==> src/rtl/boot_packet_loader.sv <==
// rtl/boot_packet_loader.sv - boot packet stream receiver: assembles 64-bit instructions
// into instruction memory and latches the epilogue/sleep/countdown schedule.
module boot_packet_loader #(
  parameter int DATA_W  = 16,
  parameter int PKT_AW  = 11,
  parameter int IMEM_AW = 12,
  parameter int INST_W  = 4 * DATA_W
) (
  input  logic                clock,
  input  logic                reset_n,
  input  logic [DATA_W-1:0]   io_packet_in_data,
  input  logic [PKT_AW-1:0]   io_packet_in_address,
  input  logic                io_packet_in_valid,
  input  logic                io_restart,
  output logic                io_imem_wen,
  output logic [IMEM_AW-1:0]  io_imem_waddr,
  output logic [INST_W-1:0]   io_imem_wdata,
  output logic [DATA_W-1:0]   io_body_length,
  output logic [DATA_W-1:0]   io_epilogue_length,
  output logic [DATA_W-1:0]   io_sleep_length,
  output logic [DATA_W-1:0]   io_countdown,
  output logic                io_boot_done,
  output logic                io_boot_error
);

  typedef enum logic [2:0] {
    S_WAIT_LEN,
    S_BODY,
    S_EPILOGUE,
    S_SLEEP,
    S_COUNTDOWN,
    S_DONE
  } state_t;

  localparam logic [31:0] MAX_LEN = 32'(1) << IMEM_AW;

  state_t                  state, state_d;
  logic [1:0]              word_cnt, word_cnt_d;
  logic [IMEM_AW-1:0]      inst_cnt, inst_cnt_d;
  logic [3*DATA_W-1:0]     asm_q, asm_d;
  logic                    wen_q, wen_d;
  logic [IMEM_AW-1:0]      waddr_q, waddr_d;
  logic [INST_W-1:0]       wdata_q, wdata_d;
  logic [DATA_W-1:0]       body_q, body_d, epi_q, epi_d, sleep_q, sleep_d, cd_q, cd_d;
  logic                    done_q, done_d, err_q, err_d;
  logic                    is_ctrl, is_body, last_inst;

  assign is_ctrl   = (io_packet_in_address == '0);
  assign is_body   = (io_packet_in_address == PKT_AW'(1));
  // Body length is at most 2^IMEM_AW, so body_length-1 always fits inst_cnt.
  assign last_inst = ({{(DATA_W-IMEM_AW){1'b0}}, inst_cnt} == body_q - DATA_W'(1));

  always_ff @(posedge clock or negedge reset_n) begin
    if (!reset_n) begin
      state    <= S_WAIT_LEN;
      word_cnt <= '0;
      inst_cnt <= '0;
      asm_q    <= '0;
      wen_q    <= 1'b0;
      waddr_q  <= '0;
      wdata_q  <= '0;
      body_q   <= '0;
      epi_q    <= '0;
      sleep_q  <= '0;
      cd_q     <= '0;
      done_q   <= 1'b0;
      err_q    <= 1'b0;
    end else begin
      state    <= state_d;
      word_cnt <= word_cnt_d;
      inst_cnt <= inst_cnt_d;
      asm_q    <= asm_d;
      wen_q    <= wen_d;
      waddr_q  <= waddr_d;
      wdata_q  <= wdata_d;
      body_q   <= body_d;
      epi_q    <= epi_d;
      sleep_q  <= sleep_d;
      cd_q     <= cd_d;
      done_q   <= done_d;
      err_q    <= err_d;
    end
  end

  always_comb begin
    state_d    = state;
    word_cnt_d = word_cnt;
    inst_cnt_d = inst_cnt;
    asm_d      = asm_q;
    wen_d      = 1'b0;
    waddr_d    = waddr_q;
    wdata_d    = wdata_q;
    body_d     = body_q;
    epi_d      = epi_q;
    sleep_d    = sleep_q;
    cd_d       = cd_q;
    done_d     = done_q;
    err_d      = err_q;

    if (io_restart) begin
      state_d    = S_WAIT_LEN;
      word_cnt_d = '0;
      inst_cnt_d = '0;
      done_d     = 1'b0;
      err_d      = 1'b0;
    end else if (io_packet_in_valid) begin
      case (state)
        S_WAIT_LEN: begin
          if (is_ctrl) begin
            body_d = io_packet_in_data;
            if (io_packet_in_data == '0)
              state_d = S_EPILOGUE;
            else if (32'(io_packet_in_data) > MAX_LEN)
              err_d = 1'b1;
            else
              state_d = S_BODY;
          end else begin
            err_d = 1'b1;
          end
        end
        S_BODY: begin
          if (is_body) begin
            if (word_cnt == 2'd3) begin
              wen_d      = 1'b1;
              waddr_d    = inst_cnt;
              wdata_d    = {io_packet_in_data, asm_q};
              inst_cnt_d = inst_cnt + 1'b1;
              word_cnt_d = '0;
              if (last_inst)
                state_d = S_EPILOGUE;
            end else begin
              asm_d[word_cnt*DATA_W +: DATA_W] = io_packet_in_data;
              word_cnt_d = word_cnt + 1'b1;
            end
          end else begin
            err_d = 1'b1;
          end
        end
        S_EPILOGUE: begin
          if (is_ctrl) begin
            epi_d   = io_packet_in_data;
            state_d = S_SLEEP;
          end else begin
            err_d = 1'b1;
          end
        end
        S_SLEEP: begin
          if (is_ctrl) begin
            sleep_d = io_packet_in_data;
            state_d = S_COUNTDOWN;
          end else begin
            err_d = 1'b1;
          end
        end
        S_COUNTDOWN: begin
          if (is_ctrl) begin
            cd_d    = io_packet_in_data;
            done_d  = 1'b1;
            state_d = S_DONE;
          end else begin
            err_d = 1'b1;
          end
        end
        default: err_d = 1'b1;
      endcase
    end
  end

  assign io_imem_wen        = wen_q;
  assign io_imem_waddr      = waddr_q;
  assign io_imem_wdata      = wdata_q;
  assign io_body_length     = body_q;
  assign io_epilogue_length = epi_q;
  assign io_sleep_length    = sleep_q;
  assign io_countdown       = cd_q;
  assign io_boot_done       = done_q;
  assign io_boot_error      = err_q;

endmodule

==> config.mk <==
export PLATFORM = sky130hd
export DESIGN_NAME = boot_packet_loader
export DESIGN_NICKNAME = d
export VERILOG_FILES = /design/src/rtl/boot_packet_loader.sv
export SDC_FILE = /design/constraint.sdc
export NUM_CORES = 1
export LEC_CHECK = 0
export ABC_CLOCK_PERIOD_IN_PS = 2600
export CAP_MARGIN = 5
export CORE_MARGIN = 10
export CORE_UTILIZATION = 47
export CTS_CLUSTER_DIAMETER = 150
export DETAILED_ROUTE_END_ITERATION = 10
export PLACE_DENSITY = 0.86
export SLEW_MARGIN = 30
export SYNTH_ARGS = -nofsm -noshare
export SYNTH_HDL_FRONTEND = slang
export SYNTH_SLANG_ARGS = --single-unit
==> constraint.sdc <==
create_clock -name clock -period 2.6 [get_ports clock]
set_input_delay 0.52 -clock clock [delete_from_list [all_inputs] [get_ports clock]]
set_output_delay 0.52 -clock clock [all_outputs]
set_load 0.01 [all_outputs]
-- Yosys cells after proc, flatten, opt, wreduce, memory -nomap -nowiden
Index checks and enable logic that the tools add are counted.
- register bits: 208
- bits of input ports: 31
- logic and storage cells: 103
- add/sub/neg operators: 4
- order comparisons: 1
- eq/ne operators: 19
- shifts and indexed selects: 2
- mux-type cells: 40
- bitwise logic cells: 2
- reductions and logical operators: 22
- operators with widths (cell ; count):
    12-bit two-way mux ; 5
    48-bit bitwise mux ; 1
    16-bit by 34-bit variable shift with 48-bit output (first input constant) ; 1
    16-bit by 34-bit indexed part select with 48-bit output ; 1
    6-bit negation with 34-bit output ; 1
    3-bit two-way mux ; 11
    3-bit != test (second input constant) ; 9
    4-bit AND reduction ; 5
    12-bit by 16-bit == test with 1-bit output ; 1
    16-bit by 13-bit greater-than comparator with 1-bit output (second input constant) ; 1
    16-bit logical NOT ; 1
    1-bit two-way mux ; 16
    16-bit by 1-bit subtractor with 16-bit output (second input constant) ; 1
    3-bit case mux with 5 select lines ; 1
    5-bit AND reduction ; 3
    12-bit by 1-bit adder with 12-bit output (second input constant) ; 1
    4-bit != test (second input constant) ; 3
    2-bit nonzero test ; 6
    11-bit by 1-bit == test with 1-bit output (second input constant) ; 1
    11-bit logical NOT ; 1
    2-bit two-way mux ; 5
    10-bit AND reduction ; 1
    3-bit by 2-bit == test with 1-bit output (second input constant) ; 2
    3-bit AND reduction ; 2
    other kinds (9) ; 10

-- Depth between registers and ports, before layout
- depth after elaboration: 8
- mapped depth: 10

-- Worst setup path before layout
OpenSTA, ideal clock, no wires.
- path type: register to register
- start: register body_q[0] (netlist: io_body_length[0])
- end: register state[0]
- data arrival time: 2.436 ns
- data required time: 2.475 ns
- slack: 0.039 ns
- cell stages (with the launch flop): 11
- period minus slack after synthesis: 2.561 ns
- path through: dfrtp_1 > inv_1 > ha_1 > nor3b_4 > nand4b_2 > mux2_1 > mux2i_1 > o22a_2 > nor4b_4 > o31ai_2 > mux2_4
- cells in the longest elaborated chain, start to end: 4
- RTL lines (element ; RTL line ; RTL):
    start: declaration ; 44 ; logic [DATA_W-1:0] body_q, body_d, epi_q, epi_d, sleep_q, sleep_d, cd_q, cd_d;
    start signal: assignment ; 76 ; body_q <= body_d;
    16-bit by 1-bit subtractor with 16-bit output ; 51 ; assign last_inst = ({{(DATA_W-IMEM_AW){1'b0}}, inst_cnt} == body_q - DATA_W'(1));
    12-bit by 16-bit == test with 1-bit output ; 51 ;
    3-bit != test (no source line) ; -- ;
    10-bit AND reduction (no source line) ; -- ;
    end signal: assignment ; 69 ; state <= state_d;
    end: declaration ; 37 ; state_t state, state_d;
No other way between the ends.
A chain may end at the register's enable or synchronous reset.

-- Final worst setup path
- start: register body_q[1] (netlist: io_body_length[1])
- end: register state[0]
The elaborated chain is that of the path after synthesis.

==> impl_metrics.env <==
export IMPL_rsz0062_at_grt="true"
export IMPL_seq_area_frac_synth_pct=57.7
export IMPL_globalRouteTotalUtil_pct=20.5
export IMPL_netlist_cell_type_count=55
export IMPL_place_detailed_instances=1305
export IMPL_cp_arrival_ps=2950
export IMPL_run_status="finished, final reports clean"
export IMPL_accumulated_negative_setup_slack_ps=0
export IMPL_dr_total_vias=7201
export IMPL_global_route_usage_met3_pct=4.80
export IMPL_route_detailed_wl_per_inst_microns=19.4
export IMPL_power_clock_fraction_pct=46.2
export IMPL_number_of_global_route_vias_before_repair=7315
export IMPL_synth_warnings=0
export IMPL_postSynthNetCount=936
export IMPL_detail_route_drc_violations=0
export IMPL_die_x_microns=159
export IMPL_port_buffer_count=173
export IMPL_synth_avg_cell_area_sq_um=10.0
export IMPL_route_detailed_vias_per_inst=5.33
export IMPL_cell_area_after_synthesis_sq_um=9020
export IMPL_synth_to_layout_area_growth_pct=35.8
export IMPL_grt_met1_usage_pct=25.9
export IMPL_layout_cells_most_common_list="nand2_1, dfrtp_1, clkdlybuf4s50_1"
export IMPL_antenna_violating_nets_post_route=0
export IMPL_worst_slew_pin_slew_ps=585
export IMPL_mostFrequentLayoutCell="nand2_1"
export IMPL_share_of_async_settable_or_async_resettable_flops_after_synthesis_pct=100
export IMPL_required_ps=2980
export IMPL_path_cells="inv_2 > ha_4 > nor3b_4 > buf_6 > a41o_1 > a21oi_2 > a311oi_2 > nor3_2 > nor4b_4 > o31ai_2 > mux2_4"
export IMPL_dp_hpwl_mm=18.5
export IMPL_hold_viol_final=0
export IMPL_crit_path_max_incr_delay_ps=440
export IMPL_layout_nets=1140
export IMPL_stdcell_count=1352
export IMPL_grt_antenna_before_repair=1
export IMPL_worst_setup_path_end_kind="flop"
export IMPL_synthesis_instances=898
export IMPL_hold_worst_slack_ps=462
export IMPL_core_area_sq_um=18800
export IMPL_cap_viol_max_count=0
export IMPL_cts_htree_levels=1
export IMPL_die_h_microns=159
export IMPL_final_setup_viol_count=0
export IMPL_critPathSlowestCell="dfrtp_2"
export IMPL_wl_mm=26.3
export IMPL_yosysTopAreaCell="dfrtp_1"
export IMPL_sw_frac_of_total_pct=23.2
export IMPL_p_per_area_nw_per_um2=582
export IMPL_io_pins=174
export IMPL_tritoncts="yes"
export IMPL_maximum_resistive_drop_on_vdd_uv=497
export IMPL_number_of_clock_buffers_inserted_by_tritoncts=22
export IMPL_critical_path_startpoint_type="flop"
export IMPL_synth_edff_count=0
export IMPL_p_int_uw=5470
export IMPL_finalCritPeriodShare_pct=98.8
export IMPL_gr_max_usage_layer="met2"
export IMPL_clk_pin_slew_worst_paths_ps=60
export IMPL_final_critical_path_setup_slack_ps=32.0
export IMPL_min_delay_path_class="reg -> reg"
export IMPL_initial_standard_cell_utilization_of_the_core_pct=48.1
export IMPL_maxClockFrequency_mhz=389
export IMPL_grt_start_max_net_pins=67
export IMPL_insertedDiodeCount=0
export IMPL_power_leakage_uw=0.00598
export IMPL_clock_skew_final_ps=7.52
export IMPL_die_area_sq_um=25100
export IMPL_power_combinational_fraction_pct=7.3
export IMPL_globalRoute_totalOverflow=0
export IMPL_grt_pass1_wl_mm=40.2
export IMPL_fraction_of_power_consumed_by_sequential_logic_pct=46.5
export IMPL_cts_sink_count=208
export IMPL_first_drt_pass_iteration_count=4
export IMPL_period_needed_ps=2570
export IMPL_critPathKind="reg -> reg"
export IMPL_drive_gt1_share_pct=12.2
export IMPL_synth_top_cell_area_share_pct=57.7
export IMPL_clock_latency_late_sink_ps=500
export IMPL_postSynth_topFlopCell="dfrtp_1"
export IMPL_drt_iter0_markers=470
export IMPL_p_sw_uw=1660
export IMPL_clock_root_buffer="clkbuf_16"
export IMPL_final_max_slew_viol_count=0
export IMPL_synthesized_flop_and_latch_total=208
export IMPL_grt_met2_usage_pct=34.2
export IMPL_max_slew_margin_pct=60.8
export IMPL_ctsLongestPathBuffers=3
export IMPL_path_max_fanout=5
export IMPL_final_weighted_congestion_of_routability_driven_global_placement=0.910
export IMPL_num_rows=50
export IMPL_yosys_top_cells_area="dfrtp_1, nand2_1, mux2_1"
export IMPL_detailedPlace_worstSlack_ps=-172
==> logic make-up after synthesis <==
group	after synthesis	synth area share, %
XOR/XNOR	26	2.52
multiplexers	71	8.85
AO/OA/AOI/OAI	83	5.56
buffers and inverters	72	3.44
adder cells (fa/ha/maj)	7	0.971
flip-flops	208	57.7
AND/OR/NAND/NOR	431	20.9
==> synth_stat cells, types with 2 or more instances <==
master    count
buf_2        23
clkbuf_1     32
o21ai_1      43
nand3_4       3
and3_1        4
o211ai_1      2
nand2_1     341
nor3_1        8
nor3_2        4
nand3_1       7
mux2_1       64
or3_1         2
nand2b_1      2
o21ai_0      13
nor3b_1       3
nor4_1        6
nor2b_1       2
mux2_2        2
ha_1          7
a21oi_1      11
inv_1        14
nor2_1       29
dfrtp_1     208
xor2_1       18
mux2i_1       4
nand3b_1      2
xnor2_1       8
nor4b_4       2
nand4_1       8
==> what timing repair did <==
action | CTS | global route
setup endpoints to repair | 1 | 2
hold endpoints to repair | 24 | 0
hold buffers | 1 | 0
pin swaps | 1 | 4
resized for setup | 2 | 9
buffers inserted | 1 | 5
==> worst max-delay path, delay by kind of cell (launching register included) <==
family | cells | cell delay (ps)
buffers and inverters | 2 | 240
adders and majority gates | 1 | 150
muxes | 1 | 290
and+or+nand+nor | 3 | 750
AOI/OAI and AO/OA | 4 | 580
DFF | 1 | 440
==> power groups by stage <==
stage	clock, uW	sequential, uW	combinational, uW
after floorplan	0	3340	292
after global placement	0	3370	498
after detailed placement	0	3370	508
after CTS	3340	3310	514
after global routing	3480	3310	564
final	3290	3310	523
==> final cells by class <==
class / count / area [sq um]
clock buffer: 33 / 683
fill: 1436 / 6520
multi-input combinational: 618 / 3580
clock inverter: 7 / 93.8
inverter: 14 / 52.6
sequential: 208 / 5210
tap: 234 / 293
timing repair buffer: 238 / 2340
==> final timing paths <==
kind / slack, ps / endpoint / from / cells after the start
max: 30 / state[0]$_DFFE_PN0P_ / io_body_length[1]$_DFFE_PN0P_ / 11
min: 460 / io_imem_wdata[40]$_DFFE_PN0P_ / io_imem_wdata[40]$_DFFE_PN0P_ / 2
max reg2reg: 30 / state[0]$_DFFE_PN0P_ / io_body_length[1]$_DFFE_PN0P_ / 11
min reg2reg: 460 / io_imem_wdata[40]$_DFFE_PN0P_ / io_imem_wdata[40]$_DFFE_PN0P_ / 2
max in group asynchronous: 1300 / asm_q[31]$_DFFE_PN0P_ / reset_n / 3
min in group asynchronous: 570 / inst_cnt[1]$_DFFE_PN0P_ / reset_n / 2
==> per-layer routing <==
| metal | vias to the layer above | part of all wire [%] |
|---|---|---|
| met5 | - | 0.049 |
| met4 | 2 | 3.0 |
| met3 | 52 | 8.2 |
| met2 | 275 | 48 |
| met1 | 3530 | 41 |
| li1 | 3342 | - |
==> sequential cells by signal, summed over array words and instances, names as in the netlist, 2 cells and up <==
signal	flops
io_body_length	16
io_sleep_length	16
io_imem_wdata	64
inst_cnt	12
asm_q	48
state	3
io_imem_waddr	12
word_cnt	2
io_epilogue_length	16
io_countdown	16
==> per-stage QoR <==
step | power [uW] | util [%] | area, sq um
2_1_floorplan | 3630 | - | 9020
3_3_place_gp | 3870 | 60.6 | 11400
3_5_place_dp | 3880 | 60.6 | 11400
4_1_cts | 7160 | 64.8 | 12200
5_1_grt | 7350 | 65.3 | 12300
6_report | 7130 | 65.3 | 12300
Note: power is estimated with default switching activity, not from simulation.
